[src/rtl/pc_sequencer.sv]
// rtl/pc_sequencer.sv - program counter sequencer with flush bubble, halt and saturating counters
module pc_sequencer #(
  parameter int              PC_W       = 13,
  parameter logic [PC_W-1:0] START_ADDR = '0,
  parameter logic [3:0]      OP_BEQ     = 4'hC,
  parameter logic [3:0]      OP_BGT     = 4'hD,
  parameter logic [3:0]      OP_HALT    = 4'hF,
  parameter int              CNT_W      = 16
) (
  input  logic             CLK,
  input  logic             Reset,
  input  logic             Start,
  input  logic             Stall,
  input  logic [3:0]       OP,
  input  logic             jump_en,
  input  logic             BEQ,
  input  logic             BGT,
  input  logic [PC_W-1:0]  Target,
  output logic [PC_W-1:0]  PC,
  output logic             instr_valid,
  output logic             done,
  output logic [CNT_W-1:0] cycle_cnt,
  output logic [7:0]       taken_cnt
);

  typedef enum logic [1:0] {
    S_IDLE   = 2'd0,
    S_RUN    = 2'd1,
    S_FLUSH  = 2'd2,
    S_HALTED = 2'd3
  } state_t;

  localparam logic [PC_W-1:0]  PC_ONE  = {{(PC_W-1){1'b0}}, 1'b1};
  localparam logic [CNT_W-1:0] CNT_ONE = {{(CNT_W-1){1'b0}}, 1'b1};

  state_t           state;
  state_t           state_nxt;
  logic [PC_W-1:0]  pc_nxt;
  logic [CNT_W-1:0] cycle_nxt;
  logic [7:0]       taken_nxt;

  logic             is_halt;
  logic             taken;
  logic [CNT_W-1:0] cycle_inc;
  logic [7:0]       taken_inc;

  // Decode halt/branch conditions and saturating increments from current-cycle inputs
  always_comb begin
    is_halt   = (OP == OP_HALT);
    taken     = jump_en | ((OP == OP_BEQ) & BEQ) | ((OP == OP_BGT) & BGT);
    cycle_inc = (&cycle_cnt) ? cycle_cnt : cycle_cnt + CNT_ONE;
    taken_inc = (&taken_cnt) ? taken_cnt : taken_cnt + 8'd1;
  end

  // Register state, PC and counters; reset returns everything to the idle start point
  always_ff @(posedge CLK or posedge Reset) begin
    if (Reset) begin
      state     <= S_IDLE;
      PC        <= START_ADDR;
      cycle_cnt <= '0;
      taken_cnt <= '0;
    end else begin
      state     <= state_nxt;
      PC        <= pc_nxt;
      cycle_cnt <= cycle_nxt;
      taken_cnt <= taken_nxt;
    end
  end

  // Next-state, next-PC, counter updates and decode-stage qualifiers
  always_comb begin
    state_nxt   = state;
    pc_nxt      = PC;
    cycle_nxt   = cycle_cnt;
    taken_nxt   = taken_cnt;
    instr_valid = 1'b0;
    done        = 1'b0;

    case (state)
      S_IDLE: begin
        // Stall has no effect here; Start alone launches execution
        pc_nxt = START_ADDR;
        if (Start) begin
          state_nxt = S_RUN;
          cycle_nxt = '0;
          taken_nxt = '0;
        end
      end

      S_RUN: begin
        if (!Stall) begin
          instr_valid = 1'b1;
          cycle_nxt   = cycle_inc;
          // Halt outranks any branch request on the same instruction
          if (is_halt) begin
            state_nxt = S_HALTED;
          end else if (taken) begin
            pc_nxt    = Target;
            state_nxt = S_FLUSH;
            taken_nxt = taken_inc;
          end else begin
            pc_nxt = PC + PC_ONE;
          end
        end
      end

      S_FLUSH: begin
        // PC sits on the target for one unstalled cycle so the ROM output catches up
        if (!Stall) begin
          cycle_nxt = cycle_inc;
          state_nxt = S_RUN;
        end
      end

      S_HALTED: begin
        done = 1'b1;
        if (Start) begin
          state_nxt = S_RUN;
          pc_nxt    = START_ADDR;
          cycle_nxt = '0;
          taken_nxt = '0;
        end
      end

      default: begin
        state_nxt = S_IDLE;
        pc_nxt    = START_ADDR;
      end
    endcase
  end

endmodule

[config.mk]
export PLATFORM = sky130hd
export DESIGN_NAME = pc_sequencer
export DESIGN_NICKNAME = d
export VERILOG_FILES = /design/src/rtl/pc_sequencer.sv
export SDC_FILE = /design/constraint.sdc
export NUM_CORES = 1
export LEC_CHECK = 0
export ABC_AREA = 0
export ABC_CLOCK_PERIOD_IN_PS = 4350
export CAP_MARGIN = 20
export CELL_PAD_IN_SITES_DETAIL_PLACEMENT = 1
export CELL_PAD_IN_SITES_GLOBAL_PLACEMENT = 1
export CORE_MARGIN = 2
export CORE_UTILIZATION = 35
export CTS_CLUSTER_DIAMETER = 150
export DETAILED_ROUTE_END_ITERATION = 8
export HOLD_SLACK_MARGIN = 0.03
export PLACE_DENSITY = 0.84
export REMOVE_ABC_BUFFERS = 1
export SYNTH_ARGS = -nofsm -noshare
export SYNTH_HDL_FRONTEND = slang
export SYNTH_SLANG_ARGS = --single-unit
export TNS_END_PERCENT = 1
[constraint.sdc]
create_clock -name CLK -period 4.35 [get_ports CLK]
set_input_delay 0.435 -clock CLK [delete_from_list [all_inputs] [get_ports CLK]]
set_output_delay 0.435 -clock CLK [all_outputs]
set_load 0.005 [all_outputs]
==> results.sh, run 1 <==
export IMPL_status="finished with violations"
export IMPL_synthFlopType="dfrtp_1"
export IMPL_gr_total_overflow=0
export IMPL_yosysWarnings=0
export IMPL_portBuffers=62
export IMPL_rows=29
export IMPL_critPathLaunchType="register"
export IMPL_initial_core_util_pct=36.5
export IMPL_dieHeight_um=85.8
export IMPL_power_leakage_nw=1.26
export IMPL_syn2layout_area_growth_pct=35.3
export IMPL_antenna_cells=0
export IMPL_layout_common_cells="clkdlybuf4s50_1 (62), dfrtp_1 (39), nand2_1 (29)"
export IMPL_wl_per_cell_um=16.9
export IMPL_track_usage_pct=19.5
export IMPL_period_minus_slack_ps=2750
export IMPL_clock_sinks=39
export IMPL_synth_edff_count=0
export IMPL_vias=2379
export IMPL_die_area_mm2=0.00736
export IMPL_fin_util_pct=49.3
export IMPL_synth_async_reset_ratio_pct=100
export IMPL_place_ws_ps=1640
export IMPL_fin_cells=407
export IMPL_drc=3
export IMPL_gp_congestion=0.787
export IMPL_clkLatencyLatePin_ps=290
export IMPL_core_area_mm2=0.00642
export IMPL_path_class="reg2reg"
export IMPL_final_antenna_net_count=0
export IMPL_cts_resized=0
export IMPL_hp_class="in2async"
export IMPL_postCtsHoldBufs=0
export IMPL_dp_hpwl_mm=5.01
export IMPL_clock_fmax_mhz=364
export IMPL_violations="DRC"
export IMPL_layout_setup_ws_ps=1600
export IMPL_crit_fanout=25
export IMPL_syn_inst=268
export IMPL_postSynthAreaPerCell_um2=8.74
export IMPL_design_area_mm2=0.00317
export IMPL_cp_data_arrival_time_ps=2940
export IMPL_clkTransAtPathRegs_ps=90
export IMPL_finalNetCount=359
export IMPL_cts_setup_buffers=0
export IMPL_synth_seq_cells=39
export IMPL_drtIter0Drc=116
export IMPL_seq_area_frac_synth_pct=41.7
export IMPL_rsz0062_at_grt="false"
export IMPL_max_cap_violations=0
export IMPL_layout_commonest_cell="clkdlybuf4s50_1"
export IMPL_total_power_mw=1.77
export IMPL_routed_wirelength_mm=6.90
export IMPL_grt_start_max_net_pins=29
export IMPL_period_share_pct=63.2
export IMPL_die_x_um=85.8
export IMPL_cts_tree="yes"
export IMPL_grt_pass1_wl_mm=11.6
export IMPL_fin_worst_skew_ps=8.95
export IMPL_final_layout_size_suffix_gt1_share_pct=5.76
export IMPL_antenna_found_initial=0
export IMPL_viasPerCell=5.85
export IMPL_drtPass1Iterations=6
export IMPL_grt_pass1_vias=2349
export IMPL_worst_slew_pin_transition_ps=729
export IMPL_cts_buffer_depth=2
export IMPL_synth_distinct_cells=50
export IMPL_ctsRootBufferMaster="clkbuf_8"
export IMPL_critical_path_required_ps=4540
export IMPL_whs_ps=457
export IMPL_htreeDepth=2
export IMPL_dpl_cell_count=399
export IMPL_fin_setup_tns_ps=0
export IMPL_ir_drop_uv=281
export IMPL_final_hold_viol_count=0
export IMPL_place_area_mm2=0.00304
export IMPL_setup_viol=0
export IMPL_netlist_area_mm2=0.00234
export IMPL_pin_count=63
export IMPL_relSlewSlack_pct=51.4
export IMPL_cp_end_kind="register"
export IMPL_cts_buffers=5
export IMPL_p_per_area_mw_per_mm2=558
export IMPL_final_max_slew_viol_count=0
-- Yosys cell counts (3+ instances only) --
| cell | instances | area share, % |
|---|---|---|
| dfrtp_1 | 39 | 42 |
| nand2_1 | 29 | 4.6 |
| a21oi_1 | 20 | 4.3 |
| o21ai_0 | 20 | 4.3 |
| nand3_1 | 16 | 3.4 |
| nor2_1 | 14 | 2.2 |
| inv_1 | 13 | 2.1 |
| clkbuf_1 | 10 | 1.6 |
| nand4_1 | 10 | 2.7 |
| nor3_1 | 9 | 1.9 |
| a31oi_1 | 8 | 2.1 |
| o22ai_1 | 7 | 1.9 |
| ha_1 | 6 | 3.2 |
| mux2i_1 | 6 | 2.6 |
| nor2b_1 | 4 | 1.1 |
| o41ai_1 | 4 | 1.5 |
| and3_1 | 3 | 0.80 |
| o31a_1 | 3 | 1.1 |
| or2_2 | 3 | 0.80 |
| or4_1 | 3 | 0.96 |
| xnor2_1 | 3 | 1.1 |
-- area by class of cell --
type                            count  area [µm²]
Fill cell                         767        3250
Multi-Input combinational cell    206        1280
Sequential cell                    39         976
Timing Repair Buffer               64         636
Tap cell                           77        96.3
Clock buffer                        6        72.6
Clock inverter                      2        60.1
Inverter                           13        48.8
-- path summary, 6_finish.rpt --
path	end	slack (ps)	cells after the start	from
setup / recovery	cycle_cnt[9]	1600	7	state[0]
hold / removal	PC[6]	460	2	Reset
setup reg to reg	cycle_cnt[9]	1600	7	state[0]
hold reg to reg	cycle_cnt[15]	540	1	cycle_cnt[15]
max in group asynchronous	taken_cnt[3]	3130	3	Reset
min in group CLK	cycle_cnt[15]	540	1	cycle_cnt[15]
-- logic make-up after synthesis --
logic type	after synthesis	share of synthesized area [%]
AO/OA/AOI/OAI	83	22.4
XOR/XNOR	3	1.12
adder cells (fa/ha/maj)	6	3.21
buffers and inverters	23	3.69
flip-flops	39	41.7
multiplexers	6	2.57
AND/OR/NAND/NOR	108	25.3
-- report_power, final --
group          switching [mW]  internal, mW
Sequential              0.146         0.462
Clock                   0.135         0.230
Combinational           0.420         0.377
-- state kept, by name (all words and copies together) (netlist names) --
register and flops:
PC 13, cycle_cnt 16, state 2, taken_cnt 8
-- worst max-delay path, cell delays in order (launching register included) --
cell,delay [ps]
dfrtp_1,400
inv_1,80
ha_1,590
or2_4,400
or4_4,560
nor3b_1,300
o221ai_1,180
o21a_1,140
-- layer usage --
metal	global-route usage [%]	wire, µm	up-vias
li1	-	-	1132
met1	25.4	3050	1194
met2	33.9	3580	51
met3	3.46	229	2
met4	3.90	37	0
met5	0	0	-
No activity file was read; power rests on OpenSTA's default activity.
==> run 2, diff against run 1 <==
--- a/config.mk
+++ b/config.mk
@@ -6,16 +6,16 @@
 export NUM_CORES = 1
 export LEC_CHECK = 0
 export ABC_AREA = 0
-export ABC_CLOCK_PERIOD_IN_PS = 4350
+export ABC_CLOCK_PERIOD_IN_PS = 2200
 export CAP_MARGIN = 20
 export CELL_PAD_IN_SITES_DETAIL_PLACEMENT = 1
 export CELL_PAD_IN_SITES_GLOBAL_PLACEMENT = 1
 export CORE_MARGIN = 2
-export CORE_UTILIZATION = 35
+export CORE_UTILIZATION = 32
 export CTS_CLUSTER_DIAMETER = 150
 export DETAILED_ROUTE_END_ITERATION = 8
 export HOLD_SLACK_MARGIN = 0.03
-export PLACE_DENSITY = 0.84
+export PLACE_DENSITY = 0.81
 export REMOVE_ABC_BUFFERS = 1
 export SYNTH_ARGS = -nofsm -noshare
 export SYNTH_HDL_FRONTEND = slang
==> constraint.sdc (replaced) <==
create_clock -name CLK -period 2.2 [get_ports CLK]
set_input_delay 0.22 -clock CLK [delete_from_list [all_inputs] [get_ports CLK]]
set_output_delay 0.22 -clock CLK [all_outputs]
set_load 0.005 [all_outputs]
==> run 2 against run 1 <==
Effect of this change:
- the run now ends clean
- die area rose by 8.9%
- final area rose by 4.9%
- worst setup slack got worse by 1500 ps
- worst hold slack got worse by 110 ps
- flip-flop and latch count did not move
- cell count rose by 8.6%
- clock skew fell by 4.0 ps
- maximum frequency rose by 29%
- sequential power rose by 98%
- utilization fell by 3.0 points
- count of clock-buffer cells in the layout rose by 2
- wire length rose by 5.6%
- largest cell class unchanged
==> results.sh, run 2 (same netlist as run 1, synthesis figures left out) <==
export IMPL_place_ws_ps=-62.6
export IMPL_cts_buffers=5
export IMPL_combPwrFrac_pct=50.9
export IMPL_core_area_mm2=0.00718
export IMPL_sw_frac_of_total_pct=40.9
export IMPL_cp_end_kind="register"
export IMPL_syn2layout_area_growth_pct=42.0
export IMPL_gp_congestion=0.752
export IMPL_gr_total_overflow=0
export IMPL_wl_per_cell_um=16.5
export IMPL_antenna_cells=0
export IMPL_largest_reg_flops=16
export IMPL_r2r_start="state[0]"
export IMPL_drtPass1Iterations=4
export IMPL_ctsRootBufferMaster="clkbuf_8"
export IMPL_period_share_pct=97.3
export IMPL_grt_pass1_vias=2532
export IMPL_postCtsHoldBufs=0
export IMPL_status="complete, no violations"
export IMPL_final_layout_size_suffix_gt1_share_pct=11.7
export IMPL_setup_viol=0
export IMPL_track_usage_pct=18.8
export IMPL_cts_tree="yes"
export IMPL_ir_drop_uv=414
export IMPL_critPathLaunchType="register"
export IMPL_fillerInstances=830
export IMPL_rsz0062_at_grt="true"
export IMPL_critical_path_required_ps=2380
export IMPL_drtIter0Drc=90
export IMPL_pin_count=63
export IMPL_path_class="reg2reg"
export IMPL_dp_hpwl_mm=5.25
export IMPL_power_leakage_nw=1.31
export IMPL_cp_data_arrival_time_ps=2320
export IMPL_grt_start_max_net_pins=40
export IMPL_fin_worst_skew_ps=4.91
export IMPL_place_area_mm2=0.00317
export IMPL_drc=0
export IMPL_crit_fanout=3
export IMPL_clock_fmax_mhz=467
export IMPL_p_int_mw=2.10
export IMPL_cts_buffer_depth=2
export IMPL_die_x_um=89.5
export IMPL_p_per_area_mw_per_mm2=1070
export IMPL_clkLatencyLatePin_ps=300
export IMPL_crit_start="state[0]"
export IMPL_pwr_share_clk_pct=15.3
export IMPL_period_minus_slack_ps=2140
export IMPL_antenna_found_initial=0
export IMPL_design_area_mm2=0.00332
export IMPL_die_area_mm2=0.00802
export IMPL_layout_common_cells="clkdlybuf4s50_1 (62), dfrtp_1 (39), nand2_1 (29)"
export IMPL_hp_class="in2async"
export IMPL_final_max_slew_viol_count=0
export IMPL_multi_input_area_mm2=0.00133
export IMPL_fin_setup_tns_ps=0
export IMPL_finalNetCount=372
export IMPL_rows=31
export IMPL_clkTransAtPathRegs_ps=80
export IMPL_vias=2424
export IMPL_final_antenna_net_count=0
export IMPL_clock_sinks=39
export IMPL_layout_commonest_cell="clkdlybuf4s50_1"
export IMPL_seqPwrFrac_pct=33.8
export IMPL_fin_util_pct=46.3
export IMPL_initial_core_util_pct=32.6
export IMPL_relSlewSlack_pct=62.2
export IMPL_total_power_mw=3.55
export IMPL_largestRegisters="cycle_cnt (16), PC (13), taken_cnt (8)"
export IMPL_worst_slew_pin_transition_ps=565
export IMPL_grt_pass1_wl_mm=11.9
export IMPL_max_cap_violations=0
export IMPL_portBuffers=62
export IMPL_htreeDepth=2
export IMPL_dieHeight_um=89.5
export IMPL_switching_power_mw=1.45
export IMPL_layout_setup_ws_ps=59.9
export IMPL_routed_wirelength_mm=7.28
export IMPL_regArea_um2=976
export IMPL_regMostFlops="cycle_cnt"
export IMPL_viasPerCell=5.48
export IMPL_final_hold_viol_count=0
-- run 2: worst max-delay path, stage by stage, from the launching register on --
cell	delay, ps
dfrtp_1	390
inv_2	90
ha_4	210
or2_4	230
or4_4	520
or4_4	450
nand3_2	80
o21ai_2	60
-- run 2: layout make-up --
type	instances	area share [%]
Clock buffer	8	3.01
Tap cell	99	3.73
Timing Repair Buffer	77	22.4
Multi-Input combinational cell	206	40.0
Sequential cell	39	29.4
Inverter	13	1.47
-- run 2: power groups by stage --
stage	registers, mW	logic [mW]	clock network, mW
3_5_place_dp	1.20	1.73	0
4_1_cts	1.19	1.76	0.555
5_1_grt	1.24	2.00	0.580
3_3_place_gp	1.19	1.65	0
2_1_floorplan	1.16	0.867	0
6_report	1.20	1.81	0.544
-- run 2: worst paths after layout --
path / endpoint / slack (ps) / cells after the start
min: taken_cnt[1] / 340 / 3
max in group asynchronous: cycle_cnt[4] / 1490 / 3
min in group CLK: taken_cnt[6] / 530 / 1
min reg2reg: taken_cnt[6] / 530 / 1
max reg2reg: cycle_cnt[15] / 60 / 7
max: cycle_cnt[15] / 60 / 7
-- run 2: per-stage QoR --
step	std cells	hold WS, ps
after floorplan	258	307
after global placement	433	509
after detailed placement	433	507
after CTS	442	372
after global routing	442	408
final	442	342
-- run 2: timing repair --
action                                  CTS  global route
gates resized for setup                   3             7
pin swaps                                 0             3
setup buffers                             1             0
endpoints found under the setup margin    4            21
-- run 2: routing by layer --
| metal | up-vias | wire, µm | global-route usage [%] |
|---|---|---|---|
| li1 | 1156 | - | - |
| met1 | 1205 | 3180 | 24.0 |
| met2 | 54 | 3760 | 33.1 |
| met3 | 9 | 239 | 3.14 |
| met4 | 0 | 98 | 5.02 |
| met5 | - | 0 | 0 |
==> run 3, diff against run 2 <==
--- a/config.mk
+++ b/config.mk
@@ -14,6 +14,7 @@
 export CORE_UTILIZATION = 32
 export CTS_CLUSTER_DIAMETER = 150
 export DETAILED_ROUTE_END_ITERATION = 8
+export GPL_TIMING_DRIVEN = 0
 export HOLD_SLACK_MARGIN = 0.03
 export PLACE_DENSITY = 0.81
 export REMOVE_ABC_BUFFERS = 1
==> run 3 against run 2 <==
Effect of this change:
- the run now ends with setup timing left
- first-iteration DRC count shrank 1.1%
- final area shrank 1.8%
- wire length shrank 2.8%
- count of clock-buffer cells in the layout shrank 1
- power grew 0.31%
- clock skew grew 12 ps
- largest power group unchanged
- worst setup slack lost 80 ps
- worst hold slack gained 90 ps
- cell count shrank 1.8%
- flip-flop and latch count is the same
- non-clock buffer count shrank 8
==> results.sh, run 3 (same netlist as run 1, synthesis figures left out) <==
export IMPL_layout_common_cells="clkdlybuf4s50_1 (62), dfrtp_1 (38), nand2_1 (29)"
export IMPL_antenna_cells=0
export IMPL_path_class="reg2reg"
export IMPL_die_area_mm2=0.00802
export IMPL_relSlewSlack_pct=41.2
export IMPL_met1_length_mm=3.16
export IMPL_regMostFlops="cycle_cnt"
export IMPL_period_minus_slack_ps=2220
export IMPL_path_buf_inv=0
export IMPL_gp_congestion=0.756
export IMPL_clkTransAtPathRegs_ps=90
export IMPL_syn2layout_area_growth_pct=39.4
export IMPL_dieHeight_um=89.5
export IMPL_vias=2381
export IMPL_portBuffers=62
export IMPL_fin_cells=434
export IMPL_hp_class="in2async"
export IMPL_fin_setup_tns_ps=-20.1
export IMPL_wl_met3_um=177
export IMPL_clock_fmax_mhz=450
export IMPL_whs_ps=433
export IMPL_setup_viol=1
export IMPL_ir_drop_uv=496
export IMPL_dr_wl_met2_mm=3.70
export IMPL_htreeDepth=2
export IMPL_crit_fanout=6
export IMPL_ctsRootBufferMaster="clkbuf_8"
export IMPL_clkLatencyLatePin_ps=290
export IMPL_power_leakage_nw=1.27
export IMPL_drtPass1Iterations=4
export IMPL_crit_slowest_cell="or4_4"
export IMPL_fin_worst_skew_ps=16.5
export IMPL_finalNetCount=364
export IMPL_layout_commonest_cell="clkdlybuf4s50_1"
export IMPL_clock_sinks=39
export IMPL_gr_total_overflow=0
export IMPL_max_cap_violations=0
export IMPL_dp_hpwl_mm=4.86
export IMPL_grt_start_max_net_pins=40
export IMPL_cpPeakStageDelay_ps=520
export IMPL_total_power_mw=3.56
export IMPL_rsz0062_at_grt="true"
export IMPL_rows=31
export IMPL_critical_path_required_ps=2380
export IMPL_period_share_pct=101
export IMPL_drtIter0Drc=89
export IMPL_wl_per_cell_um=16.3
export IMPL_postCtsHoldBufs=0
export IMPL_cts_buffer_depth=2
export IMPL_layout_setup_ws_ps=-20.1
export IMPL_cts_buffers=5
export IMPL_track_usage_pct=17.9
export IMPL_core_area_mm2=0.00718
export IMPL_final_layout_size_suffix_gt1_share_pct=10.7
export IMPL_die_x_um=89.5
export IMPL_status="finished with violations"
export IMPL_routed_wirelength_mm=7.07
export IMPL_initial_core_util_pct=32.6
export IMPL_p_per_area_mw_per_mm2=1090
export IMPL_drc=0
export IMPL_highest_layer="met4"
export IMPL_path_common_cell="or4_4"
export IMPL_path_cells="ha_4, or2_4, or4_4, or4_4, nand3_2, o21ai_2"
export IMPL_critPathLaunchType="register"
export IMPL_dpl_cell_count=420
export IMPL_final_antenna_net_count=0
export IMPL_viasPerCell=5.49
export IMPL_worst_slew_pin_transition_ps=880
export IMPL_cts_tree="yes"
export IMPL_final_max_slew_viol_count=0
export IMPL_cp_data_arrival_time_ps=2400
export IMPL_crit_family="simple AND/OR/NAND/NOR gates"
export IMPL_largest_reg_flops=16
export IMPL_cp_end_kind="register"
export IMPL_violations="setup timing"
export IMPL_final_hold_viol_count=0
export IMPL_antenna_found_initial=0
export IMPL_pin_count=63
export IMPL_largestRegisters="cycle_cnt (16), PC (13), taken_cnt (8)"
export IMPL_grt_pass1_vias=2484
export IMPL_grt_pass1_wl_mm=11.5
run 3: changes by cell type in the layout (fill, tap and decap cells not counted), sizes merged:
cell	previous run	this run
clkinvlp	0	1
clkbuf	8	7
buf	15	7
run 3: final cells by class:
cell class / count / area (µm²)
Clock buffer: 7 / 96.3
Multi-Input combinational cell: 206 / 1330
Fill cell: 836 / 3910
Inverter: 13 / 48.8
Sequential cell: 39 / 977
Timing Repair Buffer: 69 / 681
Tap cell: 99 / 124
Clock inverter: 1 / 7.51
run 3: layer usage:
| layer | global-route usage, % | vias to the layer above |
|---|---|---|
| met1 | 22.1 | 1200 |
| met5 | 0 | - |
| met2 | 32.4 | 40 |
| met4 | 4.48 | 0 |
| li1 | - | 1139 |
| met3 | 2.86 | 2 |
run 3: final timing paths:
kind                               start            end  slack [ps]  depth (start not counted)
min reg2reg                cycle_cnt[15]  cycle_cnt[15]         520                          1
max reg2reg                     state[1]  cycle_cnt[15]         -20                          6
min in group CLK           cycle_cnt[15]  cycle_cnt[15]         520                          1
max                             state[1]  cycle_cnt[15]         -20                          6
max in group asynchronous          Reset       state[1]        1170                          2
min                                Reset   taken_cnt[7]         430                          2
run 3: repair_timing:
| item | CTS | global route |
|---|---|---|
| resized for setup | 8 | 4 |
| setup endpoints to repair | 38 | 20 |
| pin swaps | 2 | 0 |
| hold endpoints to repair | 0 | 0 |
| setup buffers | 5 | 1 |
run 3: power by group:
part           switching (mW)  internal (mW)
logic                   0.930          0.877
clock network           0.267          0.286
registers               0.284          0.915
run 3: through the flow:
stage | utilization (%) | worst slack (ps) | area (µm²)
6_report | 45.5 | -20.1 | 3260
5_1_grt | 45.5 | -56.5 | 3260
4_1_cts | 45.1 | -10.6 | 3240
3_5_place_dp | 42.7 | -565 | 3070
3_3_place_gp | 42.5 | -1090 | 3050
2_1_floorplan | - | -304 | 2300
